File: config.mk
export PLATFORM = sky130hd
export DESIGN_NAME = drr_sched
export DESIGN_NICKNAME = d
export VERILOG_FILES = /design/src/rtl/fq_pkg.sv /design/src/rtl/drr_sched_credit.sv /design/src/rtl/drr_sched.sv
export SDC_FILE = /design/constraint.sdc
export NUM_CORES = 1
export LEC_CHECK = 0
export ABC_CLOCK_PERIOD_IN_PS = 5600
export CAP_MARGIN = 10
export CORE_AREA = 10 10 224 226
export DETAILED_ROUTE_END_ITERATION = 16
export DIE_AREA = 0 0 234 236
export PLACE_DENSITY = 0.54
export SYNTH_ARGS = -nofsm -noshare
export SYNTH_HDL_FRONTEND = slang
export SYNTH_SLANG_ARGS = --single-unit
File: constraint.sdc
create_clock -name clk -period 5.6 [get_ports clk]
set_input_delay 1.68 -clock clk [delete_from_list [all_inputs] [get_ports clk]]
set_output_delay 1.68 -clock clk [all_outputs]
set_load 0.01 [all_outputs]
File: src/rtl/fq_pkg.sv
// Shared types and helpers for the deficit-round-robin scheduler and its credit bank.
package fq_pkg;

  localparam int NUM_IN_LOG2 = 3;
  localparam int DEF_W       = 9;

  typedef logic [NUM_IN_LOG2-1:0] chan_t;
  typedef logic [7:0]             len_t;
  typedef logic [DEF_W-1:0]       def_t;

  typedef enum logic [1:0] {
    IDLE = 2'd0,
    SCAN = 2'd1,
    SEND = 2'd2
  } sched_state_t;

  typedef enum logic [1:0] {
    CR_NOP = 2'd0,
    CR_CLR = 2'd1,
    CR_ADD = 2'd2,
    CR_SUB = 2'd3
  } credit_op_t;

  // A zero length field still occupies one word on the wire.
  function automatic len_t burst_len(input logic [7:0] hdr);
    return (hdr == 8'd0) ? 8'd1 : hdr;
  endfunction

endpackage

File: src/rtl/drr_sched_credit.sv
// Per-channel deficit counters; one clear/add/subtract operation per cycle at a single index.
module drr_credit
  import fq_pkg::*;
#(
  parameter int NUM_IN_LOG2 = 3,
  parameter int DEF_W       = 9,
  parameter int QUANTUM     = 16
) (
  input  logic                   clk,
  input  logic                   rst,
  input  credit_op_t             op,
  input  logic [NUM_IN_LOG2-1:0] idx,
  input  logic [7:0]             sub_val,
  output logic [DEF_W-1:0]       deficit
);

  localparam int N = 1 << NUM_IN_LOG2;
  localparam logic [DEF_W:0] Q_EXT = (DEF_W+1)'(QUANTUM);

  logic [DEF_W-1:0] def_q [N];
  logic [DEF_W:0]   sum;

  assign deficit = def_q[idx];
  assign sum     = {1'b0, def_q[idx]} + Q_EXT;

  always_ff @(posedge clk) begin
    if (rst) begin
      for (int i = 0; i < N; i++) def_q[i] <= '0;
    end else begin
      case (op)
        CR_CLR:  def_q[idx] <= '0;
        CR_ADD:  def_q[idx] <= sum[DEF_W] ? '1 : sum[DEF_W-1:0];
        CR_SUB:  def_q[idx] <= def_q[idx] - DEF_W'(sub_val);
        default: ;
      endcase
    end
  end

endmodule

File: src/rtl/drr_sched.sv
// Deficit-round-robin burst scheduler: N show-ahead FIFOs share one valid/ready output,
// whole bursts granted against per-channel credit.
module drr_sched
  import fq_pkg::*;
#(
  parameter int NUM_IN_LOG2 = 3,
  parameter int DATA_W      = 64,
  parameter int QUANTUM     = 16,
  parameter int DEF_W       = 9
) (
  input  logic                                         clk,
  input  logic                                         rst,
  input  logic [(1<<NUM_IN_LOG2)-1:0]                  fifo_empty,
  input  logic [(1<<NUM_IN_LOG2)-1:0][DATA_W-1:0]      fifo_data,
  output logic [(1<<NUM_IN_LOG2)-1:0]                  fifo_rdreq,
  output logic                                         out_valid,
  input  logic                                         out_ready,
  output logic [DATA_W-1:0]                            out_data,
  output logic                                         out_sop,
  output logic                                         out_eop,
  output logic [NUM_IN_LOG2-1:0]                       out_chan,
  output logic                                         busy
);

  sched_state_t            state, state_nxt;
  logic [NUM_IN_LOG2-1:0]  ptr;
  logic                    fresh;
  len_t                    cnt;
  len_t                    len_q;
  len_t                    head_len;
  logic [DEF_W-1:0]        deficit;
  credit_op_t              credit_op;
  logic                    any_pending;
  logic                    head_valid;
  logic                    fits;
  logic                    xfer;
  logic                    last;

  assign any_pending = |(~fifo_empty);
  assign head_valid  = !fifo_empty[ptr];
  assign head_len    = burst_len(fifo_data[ptr][7:0]);
  assign fits        = DEF_W'(head_len) <= deficit;
  assign xfer        = (state == SEND) && head_valid && out_ready;
  assign last        = (cnt == len_q - 8'd1);

  drr_credit #(
    .NUM_IN_LOG2 (NUM_IN_LOG2),
    .DEF_W       (DEF_W),
    .QUANTUM     (QUANTUM)
  ) u_credit (
    .clk     (clk),
    .rst     (rst),
    .op      (credit_op),
    .idx     (ptr),
    .sub_val (head_len),
    .deficit (deficit)
  );

  always_ff @(posedge clk) begin
    if (rst) state <= IDLE;
    else     state <= state_nxt;
  end

  always_comb begin
    state_nxt = state;
    case (state)
      IDLE: if (any_pending) state_nxt = SCAN;
      SCAN: begin
        if (fifo_empty[ptr]) begin
          if (!any_pending) state_nxt = IDLE;
        end else if (!fresh && fits) begin
          state_nxt = SEND;
        end
      end
      SEND: if (xfer && last) state_nxt = SCAN;
      default: state_nxt = IDLE;
    endcase
  end

  always_comb begin
    credit_op  = CR_NOP;
    out_valid  = 1'b0;
    out_sop    = 1'b0;
    out_eop    = 1'b0;
    out_data   = '0;
    out_chan   = ptr;
    fifo_rdreq = '0;
    busy       = 1'b0;
    case (state)
      SCAN: begin
        if (fifo_empty[ptr])  credit_op = CR_CLR;
        else if (fresh)       credit_op = CR_ADD;
        else if (fits)        credit_op = CR_SUB;
      end
      SEND: begin
        busy            = 1'b1;
        out_valid       = head_valid;
        out_data        = fifo_data[ptr];
        out_sop         = (cnt == 8'd0);
        out_eop         = last;
        fifo_rdreq[ptr] = xfer;
      end
      default: ;
    endcase
  end

  // Pointer, visit flag and burst bookkeeping; fresh stays clear after a burst so the
  // same channel keeps spending what is left of its deficit before moving on.
  always_ff @(posedge clk) begin
    if (rst) begin
      ptr   <= '0;
      fresh <= 1'b1;
      cnt   <= '0;
      len_q <= '0;
    end else begin
      case (state)
        SCAN: begin
          if (fifo_empty[ptr] || (!fresh && !fits)) begin
            ptr   <= ptr + 1'b1;
            fresh <= 1'b1;
          end else if (fresh) begin
            fresh <= 1'b0;
          end else begin
            len_q <= head_len;
            cnt   <= '0;
          end
        end
        SEND: if (xfer) cnt <= cnt + 8'd1;
        default: ;
      endcase
    end
  end

endmodule
==> reports/metrics.cfg, run 1 <==
[clocking]
root_buffer=clkbuf_16
cts_buffer_depth=2
clkSinkCount=97
cts_hold_buf=0
htreeDepth=3
post-cts-setup-buffer-count=0
clk_latency_ns=0.36
path_clk_slew_ns=0.07
cts_tree=yes
cts_buffers=9

[setup_path]
crit_slowest_cell=clkdlybuf4s50_1
critPathKind=in2out
cpPeakStageDelay_ns=0.54
end_kind=primary output
required_ns=3.92
worstPathArrival_ns=3.77
crit_buf_inv=4
crit_path_start_kind=primary input
crit_family=buffers and inverters
crit_fanout=3
worstPathCellList=clkdlybuf4s50_1 > mux4_2 > a221oi_1 > buf_4 > buf_4 > nor2_1 > clkdlybuf4s50_1

[placement]
place_congestion=0.935
place.detailed.hpwl_um=62500
pre_cts_slack_ns=-0.104
port_buffers=601

[synthesis]
synth_edf_count=72
synthCells=901
synth_nets=1438
ys_seq_area_frac=0.313
syn-cell-area_um2=8500
synth_area_per_cell_um2=9.44
dominantRegCellSynth=edfxtp_1
ys_types=70
ys.warnings.count=0
ys_async_sr_fraction=0
ys_ff_latch=97

[drt]
drcViolationCount=0
ant_nets=0
wl_per_cell_um=34.0
first_iter_violations=951
viasPerCell=5.31
firstDrtPassIters=8
wirelength_um=72900
via_count=11400

[sta]
rsz0062_at_grt=no
drv_slew=0
slew-limit-headroom=0.337
fmax_ghz=0.184
clock_skew_ns=0.00904
finalWorstSetupSlack_ns=0.151
min_period_over_period=0.973
hold_viol_final=0
period_needed_ns=5.45
setup_viol_count_final=0
worst_pin_slew_ns=0.993

[power]
p_per_area_nw_per_um2=200
power.leakage_nw=5.40
max-vdd-ir-drop_mv=0.186

[global_route]
gr-total-overflow=0
grt_pass1_vias=11400
grt_use_total=0.252
grt_pass1_wl_um=97300
grt_max_degree=59
antenna_found_initial=56

[finish]
multiInputGateArea_um2=5440
area_delta_synth_final_pct=91.4
fin_nets=2050
num-fill-cells=4730
final_common_cell=clkdlybuf4s50_1
utilization=0.355
drive_gt1_frac=0.138
seq_area_um2=2660
final_cell_mix=clkdlybuf4s50_1, a22oi_1, buf_4

[flow_run]
maxCapViolCount=0

[min_path]
hold_path_class=reg2reg

[floorplan]
initial_core_util=0.185
rows=79
die-width_um=234
io_pins=602
core_region_area_um2=45900
die_h_um=236
die_area_um2=55200

[outcome]
status=finished clean

==> timing repair <==
item	CTS	global route
pin swaps	0	0
resized for setup	1	5
setup endpoints to repair	1	12
==> stage by stage <==
stage | TNS [ns] | cells | hold WS [ns] | cell area (um2) | total power [mW]
final | 0 | 2145 | 0.548 | 16300 | 3.25
after detailed placement | -0.741 | 2109 | 0.540 | 15900 | 2.65
after floorplan | 0 | 901 | 0.502 | 8500 | 1.72
after CTS | 0 | 2124 | 0.546 | 16200 | 3.26
after global placement | -0.576 | 2109 | 0.531 | 15900 | 2.64
after global routing | 0 | 2136 | 0.592 | 16300 | 3.40
==> sequential cells by signal (all words and copies together), names as in the netlist, named ones only <==
name,cells
u_credit.def_q,72
cnt,8
len_q,8
out_chan,3
state,2
fresh,1
==> logic make-up (layout without fill, tap and decap cells) <==
| family | after synthesis | in the layout | share of synthesized area |
|---|---|---|---|
| AOI/OAI and AO/OA | 412 | 412 | 0.376 |
| and+or+nand+nor | 199 | 199 | 0.120 |
| buffers and inverters | 109 | 725 | 0.0536 |
| DFF | 97 | 97 | 0.313 |
| muxes | 51 | 51 | 0.0964 |
| xor gates and xnor gates | 19 | 19 | 0.0196 |
| adders and majority gates | 14 | 14 | 0.0215 |
| other | 0 | 21 | 0 |
==> report_power, final <==
group | leakage (nW) | internal, mW | switching [mW]
Clock | 0.136 | 0.309 | 0.290
Sequential | 0.952 | 0.818 | 0.0461
Combinational | 4.31 | 0.885 | 0.902
Total | 5.40 | 2.01 | 1.24
==> layer usage <==
layer	up-vias	part of all wire	global-route usage
met5	-	0.0038	0
met4	38	0.019	0.0723
met3	105	0.081	0.0754
met2	530	0.51	0.437
met1	5720	0.39	0.292
li1	4990	-	-
==> synthesized netlist by cell type (all sizes together), types with 3 or more instances <==
library cell,n,area share
xor2,7,0.0072
or3,6,0.0044
a22o,3,0.0031
nor3b,3,0.0026
a21o,12,0.011
mux2,21,0.029
a31oi,5,0.0037
a221oi,9,0.0093
o21ai,9,0.0053
and3,5,0.0037
nand3,13,0.0091
nand2,17,0.0075
or4,4,0.0035
a22oi,224,0.20
mux2i,8,0.0094
a221o,3,0.0035
nand4,6,0.0044
mux4,22,0.058
edfxtp,72,0.25
a21oi,38,0.022
inv,19,0.0084
nor3,25,0.015
ha,13,0.019
buf,35,0.021
xnor2,12,0.012
o211ai,13,0.016
a311oi,9,0.014
a211oi,10,0.0088
nor2,83,0.037
o21a,5,0.0053
nand2b,4,0.0029
a41oi,55,0.057
dfxtp,25,0.059
nor4,7,0.0069
clkbuf,55,0.024
o22a,3,0.0031
nor2b,14,0.011
==> worst reg2reg max path, stage by stage, from the launching register on <==
cell and delay [ns]:
dfxtp_1 0.87, inv_1 0.40, buf_4 0.31, a221o_1 0.28
a22oi_1 0.19, buf_4 0.15, and4_1 0.22, nand4_1 0.10
nand2_1 0.12, ha_1 0.17, inv_1 0.06, fa_1 0.40
a21oi_1 0.19, o21ai_0 0.13, a21oi_1 0.20, xnor2_1 0.11
a311oi_2 0.32, buf_4 0.21, nor2_1 0.05
==> final timing paths <==
kind	startpoint	to	slack (ns)	cells after the start
setup / recovery	fifo_data[71]	out_data[7]	0.15	7
hold / removal	len_q[7]	len_q[7]	0.55	2
setup reg to reg	out_chan[0]	u_credit.def_q[0][6]	0.86	18
hold reg to reg	len_q[7]	len_q[7]	0.55	2
==> area by class of cell <==
type	count	area share
flip-flops and latches	97	0.164
clock buffers	9	0.0138
inverters	19	0.00438
clock inverters	6	0.00346
well taps	607	0.0467
multi-input cells	695	0.334
diodes	21	0.00323
repair buffers	691	0.430
Note: power is estimated with default switching activity, not from simulation.
==> run 2, diff against run 1 <==
Settings changed: SETUP_SLACK_MARGIN set to 0.4.
==> run 2 against run 1 <==
Effect of this change:
- first-iteration DRC count decreased by 10%
- maximum frequency increased by 4.4%
- design area increased by 0.17%
- clock skew decreased by 0.00066 ns
- flip-flop and latch count unchanged
- sequential power about the same
- setup slack improved by 0.23 ns
- via count increased by 0.29%
- register-to-register slack improved by 0.48 ns
- critical path type unchanged
- highest routed layer unchanged
==> reports/metrics.cfg, run 2 (synthesized netlist as in run 1, its figures left out) <==
[sta]
hold_viol_final=0  ; unchanged
slew-limit-headroom=0.336  ; -0.000763
period_needed_ns=5.22  ; -0.229 ns
fmax_ghz=0.192  ; +4.4%
rsz0062_at_grt=yes
min_period_over_period=0.932  ; -0.0409
clock_skew_ns=0.00838  ; -0.000659 ns
final.setup.tns_ns=0  ; unchanged
worst_pin_slew_ns=0.994  ; +0.00114 ns
drv_slew=0  ; unchanged
setup_viol_count_final=0  ; unchanged

[setup_path]
crit_fanout=4  ; +1
crit_path_start_kind=primary input
required_ns=3.92  ; about the same
worstReg2RegStart=out_chan[2]
end_kind=primary output
r2r_end=out_chan[0]
critPathKind=in2out
ff2ff_setup_slack_ns=1.34  ; +0.48 ns
worstPathArrival_ns=3.54  ; -0.23 ns
worstRegToRegCells=16  ; -2

[placement]
port_buffers=601  ; unchanged
place.detailed.hpwl_um=62500  ; unchanged
place_congestion=0.935  ; unchanged
placed_area_um2=15900  ; unchanged

[power]
seqPwrFrac=0.264  ; -0.002
pwr-share-clk=0.184  ; about the same
power.leakage_nw=5.40  ; about the same
max-vdd-ir-drop_mv=0.186  ; +0.18%
p_per_area_nw_per_um2=201  ; +0.66%
combPwrFrac=0.552  ; +0.002
intPower_mw=2.02  ; +0.50%
swShare=0.383  ; +0.00199
switchingPower_mw=1.25  ; +1.4%
power_mw=3.28  ; +0.83%

[clocking]
cts_buffer_depth=2  ; unchanged
cts_hold_buf=0  ; unchanged
htreeDepth=3  ; unchanged
clkSinkCount=97  ; unchanged
clk_latency_ns=0.36  ; about the same
path_clk_slew_ns=0.07  ; about the same
cts_buffers=9  ; unchanged
cts_tree=yes
root_buffer=clkbuf_16

[global_route]
grt_pass1_vias=11400  ; -0.026%
antenna_found_initial=56  ; unchanged
grt_use_total=0.252  ; unchanged
grt_max_degree=59  ; unchanged
gr-total-overflow=0  ; unchanged
grt_pass1_wl_um=97300  ; about the same

[drt]
ant_nets=0  ; unchanged
first_iter_violations=853  ; -10%
via_count=11400  ; +0.29%
met1Wirelength_um=27400  ; -2.5%
wl_met2_um=37200  ; about the same
wl_per_cell_um=34.0  ; about the same
firstDrtPassIters=6  ; -2
highest_layer=met5
wl_met3_um=6550  ; +11%
viasPerCell=5.32  ; +0.24%
drcViolationCount=0  ; unchanged
wirelength_um=73000  ; +0.14%

[floorplan]
die_area_um2=55200  ; unchanged
die-width_um=234  ; unchanged
die_h_um=236  ; unchanged
initial_core_util=0.185  ; unchanged
core_region_area_um2=45900  ; unchanged
rows=79  ; unchanged
io_pins=602  ; unchanged

[flow_run]
maxCapViolCount=0  ; unchanged

[min_path]
hold_depth=2  ; unchanged
min_from=len_q[7]
hold_path_class=reg2reg
holdPathEnd=len_q[7]

[finish]
regMostFlops=u_credit.def_q
final_cell_mix=clkdlybuf4s50_1, a22oi_1, buf_4
area_delta_synth_final_pct=91.7
final_common_cell=clkdlybuf4s50_1
largest_reg_flops=72  ; unchanged
fin_nets=2051  ; +0.049%
final_area_um2=16300  ; +0.17%
reg.largest.list=u_credit.def_q x72, cnt x8, len_q x8
drive_gt1_frac=0.153  ; +0.0151

[outcome]
status=finished clean

[run 2: cell types whose count changed in the layout (fill, tap and decap cells not counted), moves of 3 or more]
cell             delta
clkdlybuf4s50_1    -13
clkbuf_2            +7
dlygate4sd2_1       +7
dfxtp_1             -3
dfxtp_2             +3
dlymetal6s2s_1      -3
[run 2: metrics by stage]
stage | setup WS (ns) | cells | util | hold slack [ns]
after floorplan | 0.659 | 901 | - | 0.502
after global placement | -0.0668 | 2109 | 0.347 | 0.531
after detailed placement | -0.104 | 2109 | 0.347 | 0.540
after CTS | 0.255 | 2124 | 0.354 | 0.546
after global routing | 0.257 | 2137 | 0.355 | 0.592
final | 0.381 | 2146 | 0.355 | 0.544
[run 2: worst max path at each step]
stage	endpoint	cells past startpoint	startpoint	slack [ns]
2_1_floorplan	u_credit.def_q[0][6]	14	fifo_data[455]	0.66
3_3_place_gp	u_credit.def_q[6][8]	16	fifo_data[71]	-0.07
3_5_place_dp	u_credit.def_q[6][8]	16	fifo_data[71]	-0.10
4_1_cts	fifo_rdreq[0]	8	fifo_empty[3]	0.26
5_1_grt	fifo_rdreq[0]	8	fifo_empty[3]	0.26
6_report	fifo_rdreq[0]	8	fifo_empty[3]	0.38
[run 2: final cells by class]
| class | count | area (um2) |
|---|---|---|
| flip-flops and latches | 97 | 2670 |
| diodes | 21 | 52.6 |
| clock buffers | 9 | 225 |
| repair buffers | 692 | 6960 |
| fillers | 4722 | 29600 |
| inverters | 19 | 71.3 |
| multi-input cells | 695 | 5510 |
| clock inverters | 6 | 56.3 |
| well taps | 607 | 759 |
[run 2: repair_timing]
item,4_1_cts,5_1_grt
endpoints found under the setup margin,29,51
pin swaps,1,7
buffers inserted,0,1
hold endpoints to repair,0,0
gates resized for setup,30,27
[run 2: power by group through the flow]
stage	Sequential, mW	Combinational, mW	Clock, mW
2_1_floorplan	0.849	0.873	0
3_3_place_gp	0.878	1.77	0
3_5_place_dp	0.879	1.77	0
4_1_cts	0.865	1.78	0.613
5_1_grt	0.871	1.92	0.633
6_report	0.866	1.81	0.603
[run 2: critical path: stages]
cell	delay, ns
clkdlybuf4s50_1	0.43
mux2_2	0.28
a22oi_2	0.14
o221a_2	0.23
nand3_1	0.11
buf_4	0.19
nor4_2	0.16
dlygate4sd2_1	0.32
[run 2: metal layers]
metal  GRT usage  vias to the layer above
li1            -                     4988
met1       0.291                     5689
met2       0.436                      581
met3      0.0767                      120
met4      0.0723                       38
met5           0                        -
